[config.mk]
export PLATFORM = sky130hd
export DESIGN_NAME = pixel_port_arbiter
export DESIGN_NICKNAME = d
export VERILOG_FILES = /design/src/rtl/draw_pkg.sv /design/src/rtl/rr_pick.sv /design/src/rtl/pixel_port_arbiter.sv
export SDC_FILE = /design/constraint.sdc
export NUM_CORES = 1
export LEC_CHECK = 0
export ABC_CLOCK_PERIOD_IN_PS = 4600
export BUFFER_PORTS_ARGS = -buffer_cell sky130_fd_sc_hd__clkbuf_2
export CAP_MARGIN = 10
export CELL_PAD_IN_SITES_DETAIL_PLACEMENT = 0
export CELL_PAD_IN_SITES_GLOBAL_PLACEMENT = 1
export CORE_MARGIN = 1.5
export CORE_UTILIZATION = 35
export DETAILED_ROUTE_END_ITERATION = 16
export PLACE_DENSITY_LB_ADDON = 0.1
export SYNTH_ARGS = -nofsm -noshare
export SYNTH_HDL_FRONTEND = slang
export SYNTH_SLANG_ARGS = --single-unit
export TNS_END_PERCENT = 1
[constraint.sdc]
create_clock -name clk -period 4.6 [get_ports clk]
set_clock_uncertainty 0.1 [all_clocks]
set_input_delay 0.92 -clock clk [delete_from_list [all_inputs] [get_ports clk]]
set_output_delay 0.92 -clock clk [all_outputs]
set_load 0.05 [all_outputs]
[src/rtl/draw_pkg.sv]
// Widths and state encoding shared by the draw engines and the
// framebuffer write-port arbiter.
package draw_pkg;

    localparam int X_W = 8;
    localparam int Y_W = 7;
    localparam int C_W = 3;

    typedef enum logic {
        IDLE  = 1'b0,
        BURST = 1'b1
    } arb_state_t;

endpackage

[src/rtl/rr_pick.sv]
// Round-robin selector: finds the first set request bit after ptr, wrapping.
// Purely combinational so it can be shared by other schedulers.
module rr_pick #(
    parameter int N_REQ = 4,
    parameter int IDX_W = $clog2(N_REQ)
) (
    input  logic [N_REQ-1:0] req,
    input  logic [IDX_W-1:0] ptr,
    output logic             found,
    output logic [IDX_W-1:0] idx
);

    int               cand;
    logic [IDX_W-1:0] cidx;

    // The scan starts one past ptr, so the previous winner has lowest priority.
    always_comb begin
        found = 1'b0;
        idx   = '0;
        cand  = 0;
        cidx  = '0;
        for (int k = 1; k <= N_REQ; k++) begin
            cand = (int'(ptr) + k) % N_REQ;
            cidx = IDX_W'(cand);
            if (!found && req[cidx]) begin
                found = 1'b1;
                idx   = cidx;
            end
        end
    end

endmodule

[src/rtl/pixel_port_arbiter.sv]
// Shares the framebuffer write port between draw engines: round-robin grant
// per burst, one register stage on the pixel path, watchdog-bounded bursts.
module pixel_port_arbiter
    import draw_pkg::*;
#(
    parameter int N_REQ     = 4,
    parameter int MAX_BURST = 256
) (
    input  logic                 clk,
    input  logic                 resetn,
    input  logic [N_REQ-1:0]     req,
    input  logic [N_REQ-1:0]     last,
    input  logic [N_REQ*X_W-1:0] px,
    input  logic [N_REQ*Y_W-1:0] py,
    input  logic [N_REQ*C_W-1:0] pcol,
    input  logic [N_REQ-1:0]     pplot,
    output logic [N_REQ-1:0]     gnt,
    output logic [X_W-1:0]       x,
    output logic [Y_W-1:0]       y,
    output logic [C_W-1:0]       colour,
    output logic                 plot,
    output logic                 busy,
    output logic                 timeout
);

    localparam int IDX_W = $clog2(N_REQ);
    localparam int CNT_W = $clog2(MAX_BURST);
    localparam logic [CNT_W-1:0] CNT_LAST = CNT_W'(MAX_BURST - 1);

    arb_state_t       state_q, state_d;
    logic [IDX_W-1:0] own_q, own_d;
    logic [IDX_W-1:0] ptr_q, ptr_d;
    logic [CNT_W-1:0] cnt_q, cnt_d;
    logic [X_W-1:0]   x_q, x_d;
    logic [Y_W-1:0]   y_q, y_d;
    logic [C_W-1:0]   col_q, col_d;
    logic             plot_q, plot_d;
    logic             timeout_q, timeout_d;

    logic             pick_found;
    logic [IDX_W-1:0] pick_idx;

    logic             own_req, own_last, own_pplot;
    logic [X_W-1:0]   own_x;
    logic [Y_W-1:0]   own_y;
    logic [C_W-1:0]   own_col;
    logic             end_last, end_drop, end_wdog;

    rr_pick #(
        .N_REQ (N_REQ),
        .IDX_W (IDX_W)
    ) u_pick (
        .req   (req),
        .ptr   (ptr_q),
        .found (pick_found),
        .idx   (pick_idx)
    );

    always_comb begin
        own_req   = req[own_q];
        own_last  = last[own_q];
        own_pplot = pplot[own_q];
        own_x     = px[int'(own_q)*X_W +: X_W];
        own_y     = py[int'(own_q)*Y_W +: Y_W];
        own_col   = pcol[int'(own_q)*C_W +: C_W];
    end

    // Ending conditions; a dropped request outranks the watchdog so that
    // timeout only flags bursts the owner would otherwise have kept.
    always_comb begin
        end_last = own_pplot & own_last & own_req;
        end_drop = ~own_req;
        end_wdog = (cnt_q == CNT_LAST) & ~end_last & ~end_drop;
    end

    always_comb begin
        gnt = '0;
        if (state_q == BURST) begin
            gnt[own_q] = 1'b1;
        end
        busy = (state_q == BURST);
    end

    always_comb begin
        state_d   = state_q;
        own_d     = own_q;
        ptr_d     = ptr_q;
        cnt_d     = cnt_q;
        x_d       = x_q;
        y_d       = y_q;
        col_d     = col_q;
        plot_d    = 1'b0;
        timeout_d = 1'b0;

        case (state_q)
            IDLE: begin
                if (pick_found) begin
                    own_d   = pick_idx;
                    ptr_d   = pick_idx;
                    cnt_d   = '0;
                    state_d = BURST;
                end
            end
            BURST: begin
                cnt_d  = cnt_q + 1'b1;
                plot_d = own_pplot & own_req;
                if (plot_d) begin
                    x_d   = own_x;
                    y_d   = own_y;
                    col_d = own_col;
                end
                timeout_d = end_wdog;
                if (end_last || end_drop || end_wdog) begin
                    state_d = IDLE;
                end
            end
            default: begin
                state_d = IDLE;
            end
        endcase
    end

    always_ff @(posedge clk) begin
        if (!resetn) begin
            state_q   <= IDLE;
            own_q     <= '0;
            ptr_q     <= IDX_W'(N_REQ - 1);
            cnt_q     <= '0;
            x_q       <= '0;
            y_q       <= '0;
            col_q     <= '0;
            plot_q    <= 1'b0;
            timeout_q <= 1'b0;
        end else begin
            state_q   <= state_d;
            own_q     <= own_d;
            ptr_q     <= ptr_d;
            cnt_q     <= cnt_d;
            x_q       <= x_d;
            y_q       <= y_d;
            col_q     <= col_d;
            plot_q    <= plot_d;
            timeout_q <= timeout_d;
        end
    end

    assign x       = x_q;
    assign y       = y_q;
    assign colour  = col_q;
    assign plot    = plot_q;
    assign timeout = timeout_q;

endmodule

==> metrics.md, run 1 <==
| Metric | Value |
|---|---|
| Status | completed |
| Fin. Hold Viols | 0 |
| Crit path required time | 3580 ps |
| Arr. time, crit path | 1730 ps |
| Worst setup EP type | output pin |
| Diode count | 0 |
| Pwr Total | 902 uW |
| Drt pass-1 iters | 4 |
| Syn_area_per_cell | 9.97 sq um |
| IO Pins | 111 |
| Synth Instances | 204 |
| Hold-fix buffers, CTS | 0 |
| Setup TNS | 0 ps |
| FF+latch count, synth | 33 |
| Vias in the first global route | 1735 |
| DP HPWL | 3.89 mm |
| Largest net degree at the start of global routing | 52 |
| Worst-case clock buffer depth | 2 |
| Sequential-to-total area share from yosys stat | 32.5% |
| Share of cells above drive strength 1 | 46.3% |
| Initial Util | 36.5% |
| Residual DRC count | 0 |
| Net Count, Synth | 291 |
| Initial antenna violation count | 0 |
| RSZ-0062 raised after global routing | false |
| Normalized max-slew margin | 36.9% |
| Post-Syn Area | 0.00203 sq mm |
| CTS Sinks | 33 |
| Clock Tree Root | clkbuf_8 |
| Gpl congestion | 0.707 |
| Die Wd | 79.2 microns |
| First-pass GRT wire length | 8.07 mm |
| Final Non-Filler Cells | 381 |
| CTS clock-pin slew for the worst setup and hold paths | 70 ps |
| Leakage power | 0.00129 uW |
| Peak supply drop | 0.114 mV |
| Antenna viol nets, final | 0 |
| Worst min path class | register to register |
| Async SR Flop Fraction | 0% |
| CTS tree | built |
| DIE AREA | 0.00628 sq mm |
| Pwr/cell area | 334 mW/mm^2 |
| Routed wire length | 5.16 mm |
| Post-CTS Setup Bufs | 0 |
| Total GRT Usage | 16.8% |
| Dpl cells | 373 |
| Clock latency on the worst-skew pair | 280 ps |
| Slew Viols, Final | 0 |
| Worst-path fanout max | 26 |
| Kind of critical path | register to output pin |
| DIE HEIGHT | 79.2 microns |
| DRT iter0 DRCs | 72 |
| Distinct cells, synth | 42 |
| Vias per cell | 4.97 |
| Crit share post-route | 59.7% |
| Post-cts gate resize count | 0 |
| Worst setup SP type | register |
| Max_cap viols | 0 |
| Core Rows | 27 |
| Final nets | 395 |
| Synthesis Warnings | 0 |
| Total CTS buffers | 5 |
| CTS H-Tree Depth | 2 |
| Via Count | 1894 |
| Placeable Area | 0.00557 sq mm |
| Top FF cell, synth | dfxtp_1 |
| Layout area overhead | 32.7% |
| Fillers | 572 |
| Number of synthesized flops with an enable pin | 0 |
| Minimum clock period | 2750 ps |
| Total grt overflow | 0 |
| Final setup viols | 0 |
| Maximum clock rate | 364 MHz |
| WL per Instance | 13.6 microns |
| Count of input and output buffers | 110 |
| Worst-Margin Slew | 947 ps |
cell usage in the layout (no fill, tap or decap), types with 2 or more instances in the layout:
cell type,instances
nor2_1,11
clkbuf_2,110
nor2b_1,2
clkbuf_8,7
dfxtp_1,32
a21boi_0,3
mux4_2,19
inv_1,4
or3_1,2
and3_1,2
o211ai_1,5
mux2i_1,21
nand3_1,3
nand4_1,3
o21ai_0,7
nand2b_1,3
nor3_1,2
a21oi_1,3
nor3b_1,2
nand2_1,46
and2_1,2
layer usage:
metal | wire length [microns] | track usage (%) | vias up | share of wire (%)
met1 | 2310 | 21.2 | 869 | 45
li1 | - | - | 951 | -
met5 | 0 | 0 | - | 0
met4 | 27 | 4.74 | 0 | 0.52
met2 | 2470 | 27.0 | 72 | 48
met3 | 361 | 5.86 | 2 | 7.0
cell families after synthesis:
kind of cell             after synthesis  share of synthesized area, %
AND/OR/NAND/NOR                       85                          20.7
multiplexers                          41                          32.7
flip-flops                            33                          32.5
AO/OA/AOI/OAI                         26                          8.61
buffers and inverters                 18                          4.98
adder cells (fa/ha/maj)                1                         0.615
registers in the layout, summed over array words and instances (netlist names):
name,count
plot,1
own_q,2
x,8
y,7
timeout,1
ptr_q,2
cnt_q,8
busy,1
colour,3
report_power, final:
part / internal, uW / switching [uW]
combinational: 141 / 167
clock: 135 / 107
sequential: 310 / 42.0
total: 587 / 316
stage by stage:
step	setup WS, ps	utilization, %	cell area (sq um)	hold WS [ps]
after floorplan	2080	-	2030	362
after global placement	2160	46.6	2600	344
after detailed placement	2120	46.6	2600	351
after CTS	1810	48.4	2700	362
after global routing	1630	48.4	2700	383
final	1850	48.4	2700	357
cell type report:
class,instances,area [sq um],area share [%]
Clock buffer,7,96.3,3.57
Clock inverter,1,5.00,0.185
Inverter,4,15.0,0.556
Multi-Input combinational cell,153,1270,47.1
Sequential cell,33,662,24.5
Tap cell,72,90.1,3.34
Timing Repair Buffer,111,558,20.7
cells in the mapped netlist, types with 3 or more instances:
cell	number	area share, %
a21boi_0	3	1.1
a21oi_1	3	0.74
clkbuf_1	7	1.3
dfxtp_1	33	32
inv_1	4	0.74
mux2i_1	21	10
mux4_2	19	21
nand2_1	46	8.5
nand2b_1	3	0.92
nand3_1	3	0.74
nand4_1	3	0.92
nor2_1	11	2.0
o211ai_1	5	1.8
o21ai_0	7	1.7
path summary, 6_finish.rpt:
check / cells past startpoint / end / startpoint / slack, ps
setup / recovery: 3 / gnt[1] / own_q[0] / 1850
hold / removal: 2 / x[3] / x[3] / 360
setup reg to reg: 3 / y[1] / own_q[0] / 2430
hold reg to reg: 2 / x[3] / x[3] / 360
worst max-delay path, stage by stage (launching register included):
cell	delay (ps)
dfxtp_2	890
inv_1	130
nor2_1	140
clkbuf_2	280
(Power assumes the default switching activity.)
==> inputs of run 2 (changes only) <==
ABC_CLOCK_PERIOD_IN_PS = 2500   (was 4600)
CORE_UTILIZATION = 29   (was 35)
clock period = 2.5 ns   (was 4.6 ns; I/O delays follow)
==> metrics.md, run 2 (same netlist as run 1, synthesis figures left out) <==
| Metric | Value |
|---|---|
| Leakage power | 0.00132 uW (+1.9%) |
| DIE AREA | 0.00753 sq mm (+20%) |
| DP HPWL | 4.42 mm (+14%) |
| Antenna viol nets, final | 0 (unchanged) |
| Most common cell after layout, fill and taps aside | clkbuf_2 |
| CTS tree | built |
| Die Wd | 86.8 microns (+9.5%) |
| Initial Util | 29.9% (-6.6 points) |
| Power share of the clock group | 26.4% (-0.4 points) |
| DRT iter0 DRCs | 42 (-42%) |
| Gpl congestion | 0.767 (+8.5%) |
| Worst-case clock buffer depth | 2 (unchanged) |
| Core Rows | 30 (+11%) |
| DIE HEIGHT | 86.8 microns (+9.5%) |
| Peak supply drop | 0.230 mV (+100%) |
| Pwr/cell area | 605 mW/mm^2 (+81%) |
| Via Count | 1912 (+0.95%) |
| Final setup margin | 428 ps (-1430 ps) |
| Normalized max-slew margin | 57.9% (+21 points) |
| Post-cts gate resize count | 0 (unchanged) |
| Worst-path fanout max | 13 (-50%) |
| Count of input and output buffers | 110 (unchanged) |
| Vias per cell | 4.67 (-6.0%) |
| Crit path cell chain | nand2_1 > nor2_1 > clkbuf_2 |
| Slowest cell on crit path | dfxtp_1 |
| Total GRT Usage | 15.1% (-1.6 points) |
| Placed cell areas | 0.00267 sq mm (+2.8%) |
| Worst setup SP type | register |
| Drt pass-1 iters | 3 (-1) |
| Fin. Hold Viols | 0 (unchanged) |
| Diode count | 0 (unchanged) |
| RSZ-0062 raised after global routing | false |
| Initial antenna violation count | 0 (unchanged) |
| Setup TNS | 0 ps (unchanged) |
| Pwr Total | 1680 uW (+86%) |
| Post-CTS Setup Bufs | 0 (unchanged) |
| Minimum clock period | 2070 ps |
| Flop pwr share | 37.5% (-1.5 points) |
| CTS clock-pin slew for the worst setup and hold paths | 60 ps (about the same) |
| Clock Tree Root | clkbuf_8 |
| Total grt overflow | 0 (unchanged) |
| Placeable Area | 0.00679 sq mm (+22%) |
| Layout area overhead | 36.2% |
| NetSw | 583 uW (+85%) |
| Worst-Margin Slew | 631 ps (-316 ps) |
| CTS Sinks | 33 (unchanged) |
| Largest net degree at the start of global routing | 32 (-38%) |
| Clock latency on the worst-skew pair | 280 ps (about the same) |
| Vias in the first global route | 1828 (+5.4%) |
| R2R cell count | 3 (unchanged) |
| Internal | 1090 uW (+86%) |
| Routed wire length | 5.49 mm (+6.3%) |
| Most frequent cells in the layout | clkbuf_2 (110), nand2_1 (46), dfxtp_1 (32), mux2i_1 (21), mux4_2 (19) |
| Worst setup EP type | output pin |
| Hold path depth | 2 (unchanged) |
| Multi-input gate area | 0.00127 sq mm (unchanged) |
| IO Pins | 111 (unchanged) |
| Hold-fix buffers, CTS | 0 (unchanged) |
| Maximum clock rate | 483 MHz |
| Crit share post-route | 82.9% |
| Fillers | 690 (+21%) |
| Register area | 662 sq um (unchanged) |
| Combinational share of power | 36.2% (+2.1 points) |
| Arr. time, crit path | 1470 ps (-260 ps) |
| First-pass GRT wire length | 8.78 mm (+8.7%) |
| Total CTS buffers | 5 (unchanged) |
| Fin area | 0.00277 sq mm (+2.7%) |
| WL per Instance | 13.4 microns (-1.0%) |
| Status | completed |
| Residual DRC count | 0 (unchanged) |
| Final nets | 399 (+1.0%) |
| Kind of critical path | register to output pin |
| CP peak stage delay | 610 ps (-280 ps) |
| CTS H-Tree Depth | 2 (unchanged) |
| Pre-CTS setup slack | 680 ps (-1440 ps) |
| Max_cap viols | 0 (unchanged) |
| Crit path required time | 1900 ps (-1680 ps) |
| Slew Viols, Final | 0 (unchanged) |
| Share of cells above drive strength 1 | 47.0% (+0.69 points) |
| Switching share of power | 34.8% (-0.19 points) |
| Final setup viols | 0 (unchanged) |
| Worst min path class | register to register |
==> run 2: changes by cell type in the layout (fill, tap and decap cells not counted), sizes merged <==
| cell | previous run | this run |
|---|---|---|
| buf | 1 | 5 |
==> run 2: worst max-delay path, delay by kind of cell, from the launching register on <==
family / cells / cell delay [ps]
buffers and inverters: 1 / 280
AND/OR/NAND/NOR: 2 / 300
flip-flops: 1 / 610
==> run 2: worst paths after layout <==
check                           startpoint       end  slack, ps
worst min-delay path                  x[7]      x[7]        360
worst max-delay path                  busy    gnt[3]        430
worst max register to register        busy  cnt_q[7]        710
worst min register to register        x[7]      x[7]        360
==> run 2: power groups by stage <==
| stage | clock (uW) | sequential [uW] | combinational [uW] |
|---|---|---|---|
| 3_3_place_gp | 0 | 641 | 613 |
| 4_1_cts | 465 | 628 | 617 |
| 6_report | 442 | 628 | 606 |
| 3_5_place_dp | 0 | 641 | 616 |
| 5_1_grt | 486 | 638 | 658 |
| 2_1_floorplan | 0 | 713 | 381 |
==> run 2: stage by stage <==
step           hold WS [ps]  std cells  utilization (%)
2_1_floorplan           362        204                -
3_3_place_gp            345        401             39.3
3_5_place_dp            351        401             39.3
4_1_cts                 362        409             40.8
5_1_grt                 384        409             40.8
6_report                358        409             40.8
==> run 2: cell type report <==
cell class / count / share of cell area (%)
sequential: 33 / 23.9
timing repair buffer: 115 / 21.7
inverter: 4 / 0.542
clock inverter: 1 / 0.181
tap: 96 / 4.33
clock buffer: 7 / 3.48
multi-input combinational: 153 / 45.9
==> run 2: metal layers <==
metal | vias to the layer above | global-route usage, % | share of wire [%]
li1 | 958 | - | -
met1 | 886 | 19.8 | 46
met2 | 61 | 24.4 | 47
met3 | 7 | 4.29 | 5.9
met4 | 0 | 4.40 | 1.1
met5 | - | 0 | 0
